[config.mk]
export PLATFORM = sky130hd
export DESIGN_NAME = apb_regbus_bridge
export DESIGN_NICKNAME = d
export VERILOG_FILES = /design/src/rtl/apb_regbus_bridge.sv
export SDC_FILE = /design/constraint.sdc
export NUM_CORES = 1
export LEC_CHECK = 0
export ABC_AREA = 0
export ABC_CLOCK_PERIOD_IN_PS = 3800
export BUFFER_PORTS_ARGS = -buffer_cell sky130_fd_sc_hd__buf_2
export CELL_PAD_IN_SITES_DETAIL_PLACEMENT = 1
export CELL_PAD_IN_SITES_GLOBAL_PLACEMENT = 1
export CORE_MARGIN = 2
export CORE_UTILIZATION = 24
export DETAILED_ROUTE_END_ITERATION = 12
export PLACE_DENSITY_LB_ADDON = 0.1
export SKIP_LAST_GASP = 1
export SYNTH_ARGS = -nofsm -noshare
export SYNTH_HDL_FRONTEND = slang
export SYNTH_SLANG_ARGS = --single-unit
[constraint.sdc]
create_clock -name clk -period 3.8 [get_ports clk]
set_clock_uncertainty 0.2 [all_clocks]
set_input_delay 1.14 -clock clk [delete_from_list [all_inputs] [get_ports clk]]
set_output_delay 1.14 -clock clk [all_outputs]
set_load 0.02 [all_outputs]
[src/rtl/apb_regbus_bridge.sv]
// APB slave front-end for the register file: turns APB transfers into one-hot
// read/write strobes and muxes the register outputs back onto prdata.
module apb_regbus_bridge #(
  parameter int                  NB_REGS   = 12,
  parameter int                  DATA_W    = 16,
  parameter int                  ADDR_W    = 8,
  parameter logic [ADDR_W-1:0]   BASE_ADDR = '0,
  parameter logic [NB_REGS-1:0]  RO_MASK   = '0
) (
  input  logic                      clk,
  input  logic                      rst,
  input  logic                      psel,
  input  logic                      penable,
  input  logic                      pwrite,
  input  logic [ADDR_W-1:0]         paddr,
  input  logic [DATA_W-1:0]         pwdata,
  output logic [DATA_W-1:0]         prdata,
  output logic                      pready,
  output logic                      pslverr,
  output logic [NB_REGS-1:0]        read,
  output logic [NB_REGS-1:0]        write,
  output logic [DATA_W-1:0]         wdata,
  input  logic [NB_REGS*DATA_W-1:0] q_bus
);

  typedef enum logic [2:0] {IDLE, ACC_W, ACC_R1, ACC_R2, ACC_ERR} state_t;

  state_t              state_q;
  logic [DATA_W-1:0]   prdata_q, wdata_q, rd_mux_d;
  logic                pready_q, pslverr_q;
  logic [NB_REGS-1:0]  read_q, write_q, dec_oh_d;
  logic [ADDR_W-1:0]   off_d;
  logic [ADDR_W-2:0]   idx_d;
  logic                ro_hit_d, valid_d;

  assign off_d = paddr - BASE_ADDR;
  assign idx_d = off_d[ADDR_W-1:1];

  // One-hot decode; an index past the last register leaves dec_oh_d empty.
  always_comb begin
    dec_oh_d = '0;
    ro_hit_d = 1'b0;
    for (int i = 0; i < NB_REGS; i++) begin
      if (idx_d == (ADDR_W-1)'(i)) begin
        dec_oh_d[i] = 1'b1;
        ro_hit_d    = RO_MASK[i];
      end
    end
  end

  assign valid_d = !off_d[0] && (|dec_oh_d);

  // The read strobe is still held in ACC_R1, so it doubles as the mux select.
  always_comb begin
    rd_mux_d = '0;
    for (int i = 0; i < NB_REGS; i++)
      if (read_q[i]) rd_mux_d = rd_mux_d | q_bus[i*DATA_W +: DATA_W];
  end

  always_ff @(posedge clk or posedge rst) begin
    if (rst) begin
      state_q   <= IDLE;
      prdata_q  <= '0;
      pready_q  <= 1'b0;
      pslverr_q <= 1'b0;
      read_q    <= '0;
      write_q   <= '0;
      wdata_q   <= '0;
    end else begin
      state_q   <= IDLE;
      prdata_q  <= '0;
      pready_q  <= 1'b0;
      pslverr_q <= 1'b0;
      read_q    <= '0;
      write_q   <= '0;
      case (state_q)
        IDLE: begin
          if (psel && !penable) begin
            if (!valid_d || (pwrite && ro_hit_d)) begin
              state_q   <= ACC_ERR;
              pready_q  <= 1'b1;
              pslverr_q <= 1'b1;
            end else if (pwrite) begin
              state_q  <= ACC_W;
              write_q  <= dec_oh_d;
              wdata_q  <= pwdata;
              pready_q <= 1'b1;
            end else begin
              state_q <= ACC_R1;
              read_q  <= dec_oh_d;
            end
          end
        end
        ACC_R1: begin
          if (psel) begin
            state_q  <= ACC_R2;
            prdata_q <= rd_mux_d;
            pready_q <= 1'b1;
          end
        end
        // ACC_W, ACC_R2 and ACC_ERR complete (or abort) back to IDLE.
        default: ;
      endcase
    end
  end

  assign prdata  = prdata_q;
  assign pready  = pready_q;
  assign pslverr = pslverr_q;
  assign read    = read_q;
  assign write   = write_q;
  assign wdata   = wdata_q;

endmodule

==> run_results.csv, run 1 <==
group,metric,value,unit
grt,first_global_vias,3982,
placement,portBuffers,278,
pwr,seqPwrFrac,0.396,
clocking,cts.repair.resized,0,
die,num_io_pins,279,
worst_setup_path,cp_slowest_cell,"dfrtp_1",
layout,area_delta_synth_final,59.73,%
yosys,synth_ff_type,"dfrtp_1",
layout,diodes,0,
routing,ant_nets,0,
yosys,yosys_warnings,0,
grt,grt_max_degree,31,
pwr,power_switching_share,0.2337,
yosys,synth_area_leaders,"dfrtp_1, a22oi_1, a221oi_1, a22o_1, mux2_4",
routing,wire_per_inst,22.13,um
worst_setup_path,crit_chain,"buf_2",
pwr,p_leak,0.002523,uW
placement,hpwl,12480,um
yosys,synth-edff-count,0,
routing,wl,16270,um
yosys,synth-async-reset-ratio,1.000,
worst_setup_path,crit_buf_inv,1,
timing,period_minus_slack,2.874,ns
pwr,ir_drop,0.0001617,V
worst_setup_path,critPathMaxFanout,17,
timing,achievable-frequency,348.0,MHz
worst_setup_path,criticalPathCategory,"flop to output port",
worst_setup_path,critPathTopFamily,"flip-flops",
timing,hold_violations,0,
timing,setup_tns,0,ns
placement,place_area,4648,um2
yosys,ys_types,28,
die,die_x,117.5,um
yosys,synth_area_per_cell,10.62,um2
clocking,clock_path_buffers,2,
grt,grt_antenna_before_repair,1,
placement,routabilityCongestion,0.8642,
timing,tightest_slew,0.8775,ns
outcome,outcome,"completed",
timing,finalSetupViolCount,0,
die,start_util,0.2450,
clocking,post_cts_buffers,0,
timing,grt_setup_unrepaired,"false",
timing,max_slew_margin,0.4150,
die,fp-row-count,41,
flow_run,maxCapViolCount,0,
worst_setup_path,start_kind,"flop",
pwr,pwr-share-clk,0.475,
clocking,clk_pin_slew_worst_paths,0.05,ns
die,dieArea,13810,um2
clocking,hold_buffers,0,
worst_setup_path,endpoint_kind,"output port",
pwr,p_comb_frac,0.129,
layout,drive_above_1_share,0.5719,
routing,drtIter0Drc,215,
clocking,cts_root_buffer,"clkbuf_16",
timing,maxSlewViolCount,0,
worst_setup_path,max_stage_delay,0.91,ns
worst_setup_path,cp_data_arrival_time,1.53,ns
yosys,synthesis.area,3092,um2
worst_setup_path,regToRegSetupSlack,1.74,ns
yosys,synth_top_area_frac,0.4856,
die,die_h,117.5,um
clocking,clock_latency,0.32,ns
yosys,synth_common_cells,"a22oi_1, dfrtp_1, clkbuf_1",
clocking,cts_made_buffers,9,
pwr,power.density,341.4,nW/um2
clocking,clkSinkCount,60,
routing,dr.pass1.iters,6,
die,core,12620,um2
yosys,yosysMostFrequentCell,"a22oi_1",
grt,grt_pass1_wl,24740,um
yosys,synth_seq_cells,60,
clocking,cts_tree,"done",
yosys,syn-instance-count,291,
layout,design_area,4938,um2
yosys,syn-num-nets,512,
yosys,ys_seq_area_frac,0.4856,
worst_hold_path,holdCritPathClass,"flop to flop",
routing,vias,3676,
layout,fillers,1550,
routing,viasPerCell,5.001,
yosys,yosys.area.top_type,"dfrtp_1",
layout,fin_util,0.3913,
timing,fin_crit_sh,0.7563,
routing,drc,0,
pwr,p_switching,394.0,uW
clocking,htreeDepth,3,
grt,grt_overflow,0,
grt,gr-usage-all-layers,0.2365,
layout,nets,781,
worst_setup_path,required,2.46,ns
pwr,p_int,1292,uW
cell families after synthesis:
logic type,count (synthesis),share of synthesized area
AO/OA/AOI/OAI,114,0.2817
buffers and inverters,31,0.04047
flip-flops,60,0.4856
multiplexers,16,0.06920
AND/OR/NAND/NOR,70,0.1230
sequential cells by signal, indices dropped and copies added, names as in the netlist:
name	count
pready	1
read	12
wdata	16
write	12
prdata	16
pslverr	1
state_q	2
worst paths after layout:
path,startpoint,to,depth (start not counted)
setup / recovery,read[10]$_DFF_PP0_,read[10],1
hold / removal,wdata[11]$_DFFE_PP0P_,wdata[11]$_DFFE_PP0P_,1
setup reg to reg,read[8]$_DFF_PP0_,prdata[9]$_DFF_PP0_,5
hold reg to reg,wdata[11]$_DFFE_PP0P_,wdata[11]$_DFFE_PP0P_,1
max in group asynchronous,rst,prdata[5]$_DFF_PP0_,3
min in group asynchronous,rst,wdata[4]$_DFFE_PP0P_,2
cell type report:
cell class	instances	area [um2]	area share
timing repair buffer	287	1459	0.2954
clock inverter	4	51.30	0.01039
multi-input combinational	200	1465	0.2967
tap	172	215.2	0.04358
inverter	2	7.507	0.001520
sequential	60	1501	0.3040
clock buffer	10	239.0	0.04839
power by group through the flow:
stage / sequential, uW / clock, uW / combinational [uW]
final: 668 / 801 / 217
after global routing: 670 / 852 / 237
after CTS: 668 / 821 / 220
after detailed placement: 679 / 0 / 219
after global placement: 679 / 0 / 215
after floorplan: 701 / 0 / 46.1
cells in the final DEF, fill, tap and decap left out, types with 2 or more instances in the layout:
cell / instances
buf_4: 9
mux2_2: 7
a221oi_1: 16
nor4_1: 2
nand2_1: 4
a22o_1: 16
nor2_1: 25
nand2b_1: 2
nor2b_1: 3
clkbuf_16: 9
nor3_1: 2
nand4_1: 5
a22oi_1: 64
and3_1: 17
buf_2: 278
nand3_1: 4
mux2_4: 9
o21ai_0: 2
a31oi_1: 16
dfrtp_1: 60
routing by layer:
metal | vias to the layer above | GRT usage | share of wire
li1 | 1690 | - | -
met1 | 1820 | 0.2923 | 0.42
met2 | 156 | 0.4159 | 0.51
met3 | 10 | 0.06153 | 0.063
met4 | 0 | 0.04895 | 0.0071
met5 | - | 0 | 0
through the flow:
step                      worst slack, ns  power (uW)  hold slack [ns]  std cells
after global routing               0.8855        1759           0.3187        735
after detailed placement           0.8510       898.0           0.2927        721
final                              0.9261        1686           0.3031        735
after CTS                          0.9085        1709           0.3053        735
after floorplan                    0.9753       747.5           0.4352        291
after global placement             0.8654       893.5           0.2870        721
Note: power is estimated with default switching activity, not from simulation.
==> run 2: changes to the inputs <==
Settings changed: ABC_CLOCK_PERIOD_IN_PS 3800 to 2900.
Clock period 3.8 ns to 2.9 ns, I/O delays scaled along.
==> run 2 against run 1 <==
Critical path depth stayed put. Final cell count grew 0.95%. Count of clock-buffer cells in the layout unchanged. Routed wire length grew 1.8%. Utilization rose by 0.67 points. Total power is 39% higher. Worst setup slack got worse by 0.68 ns. Non-clock buffer count rose by 5. Sequential cell count unchanged. Largest cell class is now buffers. Largest power group unchanged. Highest routed layer is now met5.
==> run_results.csv, run 2 (same netlist as run 1, synthesis figures left out) <==
group,metric,value,unit
outcome,outcome,"completed",
grt,gr-usage-all-layers,0.2418,
layout,design_area,5024,um2
die,die_x,117.5,um
worst_setup_path,criticalPathCategory,"flop to output port",
worst_setup_path,max_stage_delay,0.93,ns
clocking,clk_pin_slew_worst_paths,0.06,ns
routing,route.top_layer_used,"met5",
routing,viasPerCell,5.012,
timing,tightest_slew,0.8996,ns
clocking,clkSinkCount,60,
timing,hold_violations,0,
die,start_util,0.2450,
die,core,12620,um2
placement,place_area,4698,um2
worst_setup_path,endpoint_kind,"output port",
routing,wl,16560,um
worst_setup_path,critPathTopFamily,"flip-flops",
die,fp-row-count,41,
clocking,cts.repair.resized,0,
worst_setup_path,cp_slowest_cell,"dfrtp_1",
routing,dr_wl_met3,1179,um
clocking,post_cts_buffers,0,
grt,first_global_vias,4103,
timing,setup_ws,0.2482,ns
worst_setup_path,cp_data_arrival_time,1.58,ns
die,dieArea,13810,um2
pwr,power.density,465.0,nW/um2
timing,max_slew_margin,0.4003,
routing,vias,3719,
clocking,cts_made_buffers,9,
timing,grt_setup_unrepaired,"false",
clocking,htreeDepth,3,
die,die_h,117.5,um
routing,wl_met2,8273,um
clocking,cts_tree,"done",
timing,setup_tns,0,ns
worst_setup_path,required,1.83,ns
layout,area_delta_synth_final,62.48,%
timing,fin_crit_sh,0.9144,
flow_run,maxCapViolCount,0,
layout,ff_latch_area,1501,um2
routing,dr.pass1.iters,4,
layout,mostFrequentLayoutCell,"buf_2",
worst_setup_path,crit_buf_inv,1,
routing,ant_nets,0,
clocking,hold_buffers,0,
routing,wire_per_inst,22.32,um
layout,final_cell_mix,"buf_2, a22oi_1, dfrtp_1, nor2_1, and3_1",
grt,grt_overflow,0,
timing,maxSlewViolCount,0,
worst_hold_path,holdCritPathClass,"flop to flop",
die,num_io_pins,279,
routing,drc,0,
layout,multi_input_area,1465,um2
timing,achievable-frequency,377.1,MHz
clocking,cts_root_buffer,"clkbuf_16",
layout,fillers,1543,
timing,period_minus_slack,2.652,ns
routing,drtIter0Drc,199,
clocking,clock_path_buffers,2,
pwr,p_leak,0.002574,uW
layout,nets,786,
placement,routabilityCongestion,0.8737,
layout,drive_above_1_share,0.5772,
placement,hpwl,12870,um
worst_setup_path,critPathMaxFanout,17,
routing,met1_length,6780,um
clocking,clock_latency,0.34,ns
worst_setup_path,start_kind,"flop",
placement,portBuffers,278,
timing,hold_slack,0.2981,ns
grt,grt_max_degree,45,
timing,finalSetupViolCount,0,
pwr,ir_drop,0.0003513,V
placement,post-place-ws,0.2203,ns
pwr,power,2336,uW
grt,grt_pass1_wl,24970,um
grt,grt_antenna_before_repair,1,
layout,diodes,0,
worst_setup_path,crit_chain,"buf_2",
## run 2: changes by cell type in the layout (fill, tap and decap cells not counted), sizes merged
| cell | previous run | this run |
|---|---|---|
| inv | 2 | 3 |
| buf | 287 | 292 |
| bufinv | 1 | 2 |
## run 2: report_power, final
| group | internal, uW | leakage [uW] | switching [uW] | total [uW] |
|---|---|---|---|---|
| Clock | 775 | 0.000159 | 398 | 1170 |
| Sequential | 862 | 0.000830 | 11.9 | 874 |
| Combinational | 154 | 0.00158 | 135 | 289 |
## run 2: final cells by class
type	instances	area share
Clock buffer	10	0.04757
Clock inverter	6	0.01719
Inverter	2	0.001494
Multi-Input combinational cell	200	0.2917
Sequential cell	60	0.2989
Tap cell	172	0.04284
Timing Repair Buffer	292	0.3004
## run 2: per-layer routing
layer  vias up  GRT usage
met3        22    0.07946
met1      1815     0.2950
li1       1703          -
met2       177     0.4053
met4         2    0.07530
met5         -          0
## run 2: path summary, 6_finish.rpt
path / from / endpoint / slack [ns] / depth (start not counted)
max in group asynchronous: rst / wdata[15]$_DFFE_PP0P_ / 1.57 / 3
worst max-delay path: read[9]$_DFF_PP0_ / read[9] / 0.25 / 1
worst min register to register: wdata[11]$_DFFE_PP0P_ / wdata[11]$_DFFE_PP0P_ / 0.30 / 1
worst max register to register: read[9]$_DFF_PP0_ / prdata[0]$_DFF_PP0_ / 0.83 / 4
min in group asynchronous: rst / prdata[12]$_DFF_PP0_ / 0.34 / 2
worst min-delay path: wdata[11]$_DFFE_PP0P_ / wdata[11]$_DFFE_PP0P_ / 0.30 / 1
## run 2: per-stage QoR
step / utilization / std cells
2_1_floorplan: - / 291
3_3_place_gp: 0.3723 / 726
3_5_place_dp: 0.3723 / 726
4_1_cts: 0.3981 / 742
5_1_grt: 0.3981 / 742
6_report: 0.3981 / 742
==> run 3: changes to the inputs <==
Settings changed: ABC_CLOCK_PERIOD_IN_PS 2900 to 2700.
Clock period 2.9 ns to 2.7 ns, I/O delays scaled along.
==> run 3 against run 2 <==
Sequential share of layout area increased by 0.090 points. Routed wire length down 0.31%. First-iteration DRC count rose by 20%. Global-route usage decreased by 0.42 points. Final cell count grew 0.40%. Non-clock buffer count is 2 higher. Critical path type unchanged. Highest routed layer is now met4.
==> run_results.csv, run 3 (same netlist as run 1, synthesis figures left out) <==
group,metric,value,unit
clocking,hold_buffers,0,
layout,nets,788,
routing,drtIter0Drc,239,
timing,setup_ws,0.3811,ns
die,fp-row-count,41,
layout,final_cell_count_no_fill,745,
timing,fin_crit_sh,0.8588,
routing,ant_nets,0,
routing,drc,0,
worst_setup_path,critPathMaxFanout,11,
die,core,12620,um2
timing,setup_tns,0,ns
worst_setup_path,regToRegSetupSlack,0.69,ns
grt,grt_overflow,0,
timing,hold_violations,0,
clocking,clock_latency,0.32,ns
grt,grt_pass1_wl,24760,um
layout,mostFrequentLayoutCell,"buf_2",
grt,grt_max_degree,45,
pwr,ir_drop,0.0002496,V
worst_setup_path,cp_slowest_cell,"dfrtp_1",
die,start_util,0.2450,
die,num_io_pins,279,
layout,fillers,1537,
timing,max_slew_margin,0.6200,
timing,achievable-frequency,431.2,MHz
worst_setup_path,ff2ff_path_depth,5,
routing,wl,16510,um
worst_setup_path,required,1.69,ns
clocking,clkSinkCount,60,
worst_setup_path,critPathTopFamily,"flip-flops",
routing,viasPerCell,5.097,
outcome,outcome,"completed",
grt,first_global_vias,3965,
clocking,cts.repair.resized,0,
clocking,cts_made_buffers,9,
worst_setup_path,crit-reg2reg-launch,"read[8]$_DFF_PP0_",
worst_hold_path,holdCritPathClass,"input pin to asynchronous set/reset pin",
placement,place_inst,728,
worst_setup_path,criticalPathCategory,"flop to output port",
layout,final_cell_mix,"buf_2, a22oi_1, dfrtp_1, nor2_1, and3_1",
worst_setup_path,crit_buf_inv,1,
clocking,cts_root_buffer,"clkbuf_16",
routing,vias,3797,
worst_setup_path,endpoint_kind,"output port",
layout,area_delta_synth_final,62.00,%
pwr,power.density,477.3,nW/um2
timing,grt_setup_unrepaired,"false",
die,dieArea,13810,um2
grt,grt_antenna_before_repair,1,
clocking,cts_tree,"done",
placement,hpwl,12950,um
timing,maxSlewViolCount,0,
die,die_x,117.5,um
pwr,p_leak,0.002564,uW
grt,gr-usage-all-layers,0.2377,
timing,hold_slack,0.2810,ns
clocking,htreeDepth,3,
placement,post-place-ws,0.06231,ns
worst_setup_path,rr_endpoint,"prdata[1]$_DFF_PP0_",
clocking,post_cts_buffers,0,
timing,finalSetupViolCount,0,
layout,drive_above_1_share,0.5769,
die,die_h,117.5,um
timing,period_minus_slack,2.319,ns
placement,portBuffers,278,
worst_setup_path,crit_chain,"buf_2",
routing,dr.pass1.iters,5,
placement,routabilityCongestion,0.9065,
timing,tightest_slew,0.5701,ns
clocking,clk_pin_slew_worst_paths,0.06,ns
worst_setup_path,cp_data_arrival_time,1.31,ns
routing,wire_per_inst,22.16,um
flow_run,maxCapViolCount,0,
pwr,power,2391,uW
worst_setup_path,max_stage_delay,0.70,ns
clocking,clock_path_buffers,2,
worst_setup_path,start_kind,"flop",
==> run 3: cell types whose count changed in the layout (fill, tap and decap cells not counted), sizes merged <==
| cell | before | now |
|---|---|---|
| buf | 292 | 294 |
| diode | 0 | 1 |
| clkinvlp | 1 | 2 |
| bufinv | 2 | 1 |
==> run 3: cell type report <==
| cell class | count | area, um2 | share of cell area |
|---|---|---|---|
| Timing Repair Buffer | 294 | 1524 | 0.3043 |
| Sequential cell | 60 | 1501 | 0.2998 |
| Multi-Input combinational cell | 200 | 1465 | 0.2925 |
| Clock buffer | 10 | 229.0 | 0.04572 |
| Tap cell | 172 | 215.2 | 0.04297 |
| Clock inverter | 6 | 63.81 | 0.01274 |
| Inverter | 2 | 7.507 | 0.001499 |
| Antenna cell | 1 | 2.502 | 0.0004996 |
==> run 3: worst max-delay path by stage <==
stage | from | end | depth (start not counted) | slack [ns]
after CTS | read[8]$_DFF_PP0_ | read[8] | 1 | 0.31
after global placement | paddr[0] | wdata[15]$_DFFE_PP0P_ | 5 | 0.10
after detailed placement | paddr[0] | wdata[2]$_DFFE_PP0P_ | 5 | 0.06
after floorplan | rst | prdata[0]$_DFF_PP0_ | 1 | 0.21
final | read[8]$_DFF_PP0_ | read[8] | 1 | 0.38
after global routing | read[8]$_DFF_PP0_ | read[8] | 1 | 0.30
==> run 3: metrics by stage <==
step	instance area, um2	util
4_1_cts	5006	0.3967
5_1_grt	5009	0.3969
6_report	5009	0.3969
2_1_floorplan	3092	-
3_3_place_gp	4713	0.3735
3_5_place_dp	4713	0.3735
==> run 3: power by group <==
| part | switching (uW) | internal [uW] | total [uW] | leakage, uW |
|---|---|---|---|---|
| Sequential | 13.7 | 926 | 940 | 0.000830 |
| Clock | 428 | 714 | 1140 | 0.000139 |
| Combinational | 143 | 166 | 309 | 0.00160 |
==> run 3: metal layers <==
| metal | vias up | share of wire | global-route usage |
|---|---|---|---|
| li1 | 1706 | - | - |
| met1 | 1874 | 0.41 | 0.2987 |
| met2 | 193 | 0.50 | 0.4108 |
| met3 | 24 | 0.070 | 0.05572 |
| met4 | 0 | 0.021 | 0.06175 |
| met5 | - | 0 | 0 |
==> run 3: worst reg2reg max path, delay by kind of cell, from the launching register on <==
kind,cells,cell delay (ns)
simple gates,1,0.24
compound gates,3,0.57
buf+inv,1,0.28
flops,1,0.59
